==> src/rtl/parking_occupancy_pkg.sv <==
// rtl/parking_occupancy_pkg.sv - shared FSM states, segment constants and helpers
package parking_occupancy_pkg;

  typedef enum logic [2:0] {
    ST_IDLE = 3'd0,
    ST_E1   = 3'd1,
    ST_E2   = 3'd2,
    ST_E3   = 3'd3,
    ST_X1   = 3'd4,
    ST_X2   = 3'd5,
    ST_X3   = 3'd6,
    ST_WAIT = 3'd7
  } state_t;

  // Active-low patterns: bit 7 = dp, bits 6:0 = g..a
  localparam logic [7:0] SSEG_BLANK = 8'hFF;
  localparam logic [7:0] SSEG_0 = 8'hC0;
  localparam logic [7:0] SSEG_1 = 8'hF9;
  localparam logic [7:0] SSEG_2 = 8'hA4;
  localparam logic [7:0] SSEG_3 = 8'hB0;
  localparam logic [7:0] SSEG_4 = 8'h99;
  localparam logic [7:0] SSEG_5 = 8'h92;
  localparam logic [7:0] SSEG_6 = 8'h82;
  localparam logic [7:0] SSEG_7 = 8'hF8;
  localparam logic [7:0] SSEG_8 = 8'h80;
  localparam logic [7:0] SSEG_9 = 8'h90;

  function automatic logic [7:0] seg_encode(input logic [3:0] digit);
    logic [7:0] seg;
    case (digit)
      4'd0:    seg = SSEG_0;
      4'd1:    seg = SSEG_1;
      4'd2:    seg = SSEG_2;
      4'd3:    seg = SSEG_3;
      4'd4:    seg = SSEG_4;
      4'd5:    seg = SSEG_5;
      4'd6:    seg = SSEG_6;
      4'd7:    seg = SSEG_7;
      4'd8:    seg = SSEG_8;
      4'd9:    seg = SSEG_9;
      default: seg = SSEG_BLANK;
    endcase
    return seg;
  endfunction

  // Elaboration-time only: converts the binary capacity parameter to BCD
  function automatic logic [15:0] bin_to_bcd(input int unsigned value);
    logic [15:0] bcd;
    bcd[3:0]   = 4'(value % 10);
    bcd[7:4]   = 4'((value / 10) % 10);
    bcd[11:8]  = 4'((value / 100) % 10);
    bcd[15:12] = 4'((value / 1000) % 10);
    return bcd;
  endfunction

endpackage

==> src/rtl/parking_occupancy_bcd_updown4.sv <==
// rtl/parking_occupancy_bcd_updown4.sv - 4-digit BCD up/down counter with digit carry/borrow
module bcd_updown4 (
  input  logic        clk,
  input  logic        reset_n,
  input  logic        inc,
  input  logic        dec,
  output logic [15:0] count
);

  logic [15:0] count_d;
  logic        carry;
  logic        borrow;

  // Ripple a carry or borrow through the digits; a digit only changes when it receives one
  always_comb begin
    count_d = count;
    carry   = inc & ~dec;
    borrow  = dec & ~inc;
    for (int i = 0; i < 4; i++) begin
      if (carry) begin
        if (count[4*i +: 4] == 4'd9) begin
          count_d[4*i +: 4] = 4'd0;
        end else begin
          count_d[4*i +: 4] = count[4*i +: 4] + 4'd1;
          carry = 1'b0;
        end
      end
      if (borrow) begin
        if (count[4*i +: 4] == 4'd0) begin
          count_d[4*i +: 4] = 4'd9;
        end else begin
          count_d[4*i +: 4] = count[4*i +: 4] - 4'd1;
          borrow = 1'b0;
        end
      end
    end
  end

  always_ff @(posedge clk or negedge reset_n) begin
    if (!reset_n) begin
      count <= 16'h0000;
    end else begin
      count <= count_d;
    end
  end

endmodule

==> src/rtl/parking_occupancy.sv <==
// rtl/parking_occupancy.sv - beam-sensor direction FSM, BCD occupancy count and display encode
module parking_occupancy
  import parking_occupancy_pkg::*;
#(
  parameter int unsigned CAP = 25
) (
  input  logic        clk,
  input  logic        reset_n,
  input  logic        sensor_a,
  input  logic        sensor_b,
  output logic        enter,
  output logic        exit,
  output logic        reject,
  output logic [15:0] occ,
  output logic        full,
  output logic        empty,
  output logic [7:0]  sseg3,
  output logic [7:0]  sseg2,
  output logic [7:0]  sseg1,
  output logic [7:0]  sseg0
);

  localparam logic [15:0] CAP_BCD = bin_to_bcd(CAP);

  logic [1:0] sync1, sync2;
  state_t     state_q, state_d;
  logic       entry_evt, exit_evt;

  always_ff @(posedge clk or negedge reset_n) begin
    if (!reset_n) begin
      sync1 <= 2'b00;
      sync2 <= 2'b00;
    end else begin
      sync1 <= {sensor_a, sensor_b};
      sync2 <= sync1;
    end
  end

  always_ff @(posedge clk or negedge reset_n) begin
    if (!reset_n) begin
      state_q <= ST_IDLE;
    end else begin
      state_q <= state_d;
    end
  end

  // sync2 = {a,b}; the exit path is the entry path with a and b swapped
  always_comb begin
    state_d   = state_q;
    entry_evt = 1'b0;
    exit_evt  = 1'b0;
    unique case (state_q)
      ST_IDLE: begin
        if (sync2 == 2'b10) state_d = ST_E1;
        else if (sync2 == 2'b01) state_d = ST_X1;
        else if (sync2 == 2'b11) state_d = ST_WAIT;
      end
      ST_E1: begin
        if (sync2 == 2'b11) state_d = ST_E2;
        else if (sync2 == 2'b00) state_d = ST_IDLE;
        else if (sync2 == 2'b01) state_d = ST_WAIT;
      end
      ST_E2: begin
        if (sync2 == 2'b01) state_d = ST_E3;
        else if (sync2 == 2'b10) state_d = ST_E1;
        else if (sync2 == 2'b00) state_d = ST_WAIT;
      end
      ST_E3: begin
        if (sync2 == 2'b00) begin
          state_d   = ST_IDLE;
          entry_evt = 1'b1;
        end else if (sync2 == 2'b11) state_d = ST_E2;
        else if (sync2 == 2'b10) state_d = ST_WAIT;
      end
      ST_X1: begin
        if (sync2 == 2'b11) state_d = ST_X2;
        else if (sync2 == 2'b00) state_d = ST_IDLE;
        else if (sync2 == 2'b10) state_d = ST_WAIT;
      end
      ST_X2: begin
        if (sync2 == 2'b10) state_d = ST_X3;
        else if (sync2 == 2'b01) state_d = ST_X1;
        else if (sync2 == 2'b00) state_d = ST_WAIT;
      end
      ST_X3: begin
        if (sync2 == 2'b00) begin
          state_d  = ST_IDLE;
          exit_evt = 1'b1;
        end else if (sync2 == 2'b11) state_d = ST_X2;
        else if (sync2 == 2'b01) state_d = ST_WAIT;
      end
      ST_WAIT: begin
        if (sync2 == 2'b00) state_d = ST_IDLE;
      end
      default: state_d = ST_IDLE;
    endcase
  end

  // Events are at least four cycles apart, so occ has settled before the next decision
  always_ff @(posedge clk or negedge reset_n) begin
    if (!reset_n) begin
      enter  <= 1'b0;
      exit   <= 1'b0;
      reject <= 1'b0;
    end else begin
      enter  <= entry_evt & ~full;
      exit   <= exit_evt & ~empty;
      reject <= (entry_evt & full) | (exit_evt & empty);
    end
  end

  bcd_updown4 u_count (
    .clk     (clk),
    .reset_n (reset_n),
    .inc     (enter),
    .dec     (exit),
    .count   (occ)
  );

  assign full  = (occ == CAP_BCD);
  assign empty = (occ == 16'h0000);

  logic [3:0] d3, d2, d1, d0;
  logic [7:0] seg0_raw;

  assign d3       = occ[15:12];
  assign d2       = occ[11:8];
  assign d1       = occ[7:4];
  assign d0       = occ[3:0];
  assign seg0_raw = seg_encode(d0);

  // Leading-zero blanking on the upper three digits; dp on the units digit flags a full lot
  always_ff @(posedge clk or negedge reset_n) begin
    if (!reset_n) begin
      sseg3 <= SSEG_BLANK;
      sseg2 <= SSEG_BLANK;
      sseg1 <= SSEG_BLANK;
      sseg0 <= SSEG_0;
    end else begin
      sseg3 <= (d3 == 4'd0) ? SSEG_BLANK : seg_encode(d3);
      sseg2 <= (d3 == 4'd0 && d2 == 4'd0) ? SSEG_BLANK : seg_encode(d2);
      sseg1 <= (d3 == 4'd0 && d2 == 4'd0 && d1 == 4'd0) ? SSEG_BLANK : seg_encode(d1);
      sseg0 <= {~full, seg0_raw[6:0]};
    end
  end

endmodule

==> config.mk <==
export PLATFORM = sky130hd
export DESIGN_NAME = parking_occupancy
export DESIGN_NICKNAME = d
export VERILOG_FILES = /design/src/rtl/parking_occupancy_pkg.sv /design/src/rtl/parking_occupancy_bcd_updown4.sv /design/src/rtl/parking_occupancy.sv
export SDC_FILE = /design/constraint.sdc
export NUM_CORES = 1
export LEC_CHECK = 0
export BUFFER_PORTS_ARGS = -buffer_cell sky130_fd_sc_hd__buf_2
export CAP_MARGIN = 20
export CORE_MARGIN = 2
export CORE_UTILIZATION = 51
export CTS_CLUSTER_SIZE = 25
export DETAILED_ROUTE_END_ITERATION = 10
export GPL_TIMING_DRIVEN = 0
export HOLD_SLACK_MARGIN = 0.03
export PLACE_DENSITY = 0.87
export SLEW_MARGIN = 20
export SYNTH_ARGS = -nofsm -noshare
export SYNTH_HDL_FRONTEND = slang
export SYNTH_SLANG_ARGS = --single-unit
==> constraint.sdc <==
create_clock -name clk -period 1.9 [get_ports clk]
set_input_delay 0.095 -clock clk [delete_from_list [all_inputs] [get_ports clk]]
set_output_delay 0.095 -clock clk [all_outputs]
set_load 0.01 [all_outputs]
==> impl_metrics.json <==
{
  "status": "finished, violations left",
  "violations": "negative setup slack",
  "synth_area_um2": 3430,
  "core_area_um2": 6420,
  "drtIter0Drc": 313,
  "clk_path_buf_depth": 2,
  "timing_hold_violations_final": 0,
  "finalCriticalPeriod_ns": 1.94,
  "std_cell_rows": 29,
  "rsz0062_at_grt": "yes",
  "gp_congestion": 0.927,
  "max_freq_mhz": 516,
  "clk_pin_slew_ns": 0.10,
  "critPathKind": "flop to primary output",
  "grt_pass1_vias": 3021,
  "viasPerCell": 6.11,
  "yosys_warnings": 0,
  "track_usage_pct": 24.1,
  "peakVddDrop_v": 0.000803,
  "cts_tree": "built",
  "area_growth_pct": 34.1,
  "root_buffer": "clkbuf_8",
  "fin_crit_sh_pct": 102,
  "routedWlPerCell_um": 17.3,
  "synthDistinctLibCells": 63,
  "grt_pass1_wl_mm": 14.4,
  "ys_ff_latch": 55,
  "setup-violations-final": 1,
  "syn_inst": 384,
  "max-cap-violations": 0,
  "synth_top_area_share_pct": 23.3,
  "grt_max_degree": 56,
  "synth_area_per_cell_um2": 8.94,
  "maxSlewHeadroom_pct": 54.4,
  "max_stage_delay_ns": 0.45,
  "n_antenna_cell": 0,
  "final_net_count": 527,
  "dpl.hpwl_mm": 5.64,
  "start_kind": "flop",
  "grt_overflow": 0,
  "vias": 3501,
  "drc": 0,
  "wl_mm": 9.91,
  "critPathSlowestCell": "or3b_4",
  "initial_utilization_pct": 53.5,
  "worst_pin_slew_ns": 0.684,
  "finalWorstSetupSlack_ns": -0.0367,
  "async_reset_ff_share_pct": 100,
  "die_w_um": 86.1,
  "ant_nets": 0,
  "die_area_um2": 7400,
  "crit_path_max_fanout": 4,
  "synth_edf_count": 0,
  "fin_tns_setup_ns": -0.0367,
  "htreeDepth": 2,
  "crit_required_ns": 1.80,
  "antenna_found_initial": 0,
  "yosys-top-cells-count": "a21oi_1, o21ai_0, nor2_1",
  "p_per_area_nw_per_um2": 1600,
  "hold_class": "input port to async pin",
  "first_pass_iters": 5,
  "cts_made_buffers": 5,
  "io_pins": 57,
  "clk_latency_ns": 0.31,
  "yosysTopAreaCell": "dfrtp_1",
  "synth-main-ff-cell": "dfrtp_1",
  "crit_chain": "inv_4 > ha_4 > or3b_4 > nor3b_4 > buf_2",
  "cts.sinks": 55,
  "port_buffers": 53,
  "total_power_uw": 7360,
  "finalClockSkew_ns": 0.00670,
  "cp.arrival_ns": 1.84,
  "synth.area.top_cells": "dfrtp_1, dfstp_2, ha_1",
  "die_h_um": 86.1,
  "p_leak_uw": 0.00204,
  "layout-drive-gt1-share_pct": 41.7,
  "yosysSeqAreaShare_pct": 40.9,
  "endpoint_kind": "primary output",
  "maxSlewViolCount": 0
}
cell usage in the layout (no fill, tap or decap), types with 7 or more instances in the layout:
master,n
buf_2,57
buf_4,53
a21oi_1,42
o21ai_0,40
nor2_1,39
nand2_1,26
dfstp_2,23
dfrtp_1,22
ha_1,17
inv_1,11
dfrtp_2,10
ha_4,9
nand3_1,8
clkbuf_1,7
per-layer routing:
metal | vias to the layer above | part of all wire, % | global-route usage [%]
li1 | 1578 | - | -
met1 | 1656 | 40 | 31.9
met2 | 237 | 49 | 41.3
met3 | 30 | 8.4 | 3.37
met4 | 0 | 2.1 | 6.20
met5 | - | 0 | 0
cell families after synthesis:
logic type      Yosys count  synth area share (%)
compound gates          124                  21.7
buf+inv                  47                  5.90
flops                    55                  40.9
other cells               1                 0.109
xor+xnor                  3                 0.765
simple gates            120                  18.6
fa+ha+maj                28                  10.2
mux                       6                  1.79
layout make-up:
cell class	count	area, um2
Clock inverter	1	30.0
Sequential cell	55	1420
Timing Repair Buffer	104	664
Inverter	24	114
Multi-Input combinational cell	284	2080
Fill cell	393	1820
Clock buffer	7	76.3
Tap cell	77	96.3
Buffer	21	126
repair_timing:
action                                 4_1_cts  5_1_grt
setup endpoints to repair                   24       14
endpoints found under the hold margin       34        0
hold buffers                                 3        0
buffers inserted                            23       25
pin swaps                                   14       14
gates resized for setup                     44       35
power by group:
part | switching, uW | total [uW] | internal, uW | leakage [uW]
registers | 272 | 2050 | 1780 | 0.000631
logic | 2570 | 4530 | 1960 | 0.00136
clock network | 380 | 775 | 395 | 0.0000524
final timing paths:
kind	from	end	slack (ns)	depth (start not counted)
min in group clk	sync1[0]$_DFF_PN0_	sync2[0]$_DFF_PN0_	0.36	0
worst max register to register	sync2[0]$_DFF_PN0_	state_q[1]$_DFFE_PN0P_	0.03	5
worst min-delay path	reset_n	sseg0[2]$_DFF_PN0_	0.36	2
worst max-delay path	u_count.count[4]$_DFFE_PN0P_	empty	-0.04	5
max in group asynchronous	reset_n	sync2[1]$_DFF_PN0_	1.04	2
worst min register to register	sync1[0]$_DFF_PN0_	sync2[0]$_DFF_PN0_	0.36	0
per-stage QoR:
step | area, um2 | utilization (%) | setup slack [ns] | cells | hold WS [ns]
after global placement | 3860 | 60.1 | -0.205 | 516 | 0.205
after detailed placement | 3860 | 60.1 | -0.245 | 516 | 0.181
after CTS | 4290 | 66.9 | -0.0875 | 549 | 0.363
final | 4600 | 71.7 | -0.0367 | 573 | 0.362
after floorplan | 3500 | - | 0.00534 | 386 | -0.201
after global routing | 4600 | 71.7 | -0.109 | 573 | 0.363
worst max-delay path: cells and delay by family, from the launching register on:
| family | cells | cell delay (ns) |
|---|---|---|
| adder cells (fa/ha/maj) | 1 | 0.14 |
| buffers and inverters | 2 | 0.26 |
| flip-flops | 1 | 0.44 |
| AND/OR/NAND/NOR | 2 | 0.70 |
sequential cells by signal, summed over array words and instances (netlist names):
register and flops:
enter 1, exit 1, reject 1, sseg0 8, sseg1 7, sseg2 7, sseg3 7, state_q 3
sync1 2, sync2 2, u_count.count 16
(Power assumes the default switching activity.)
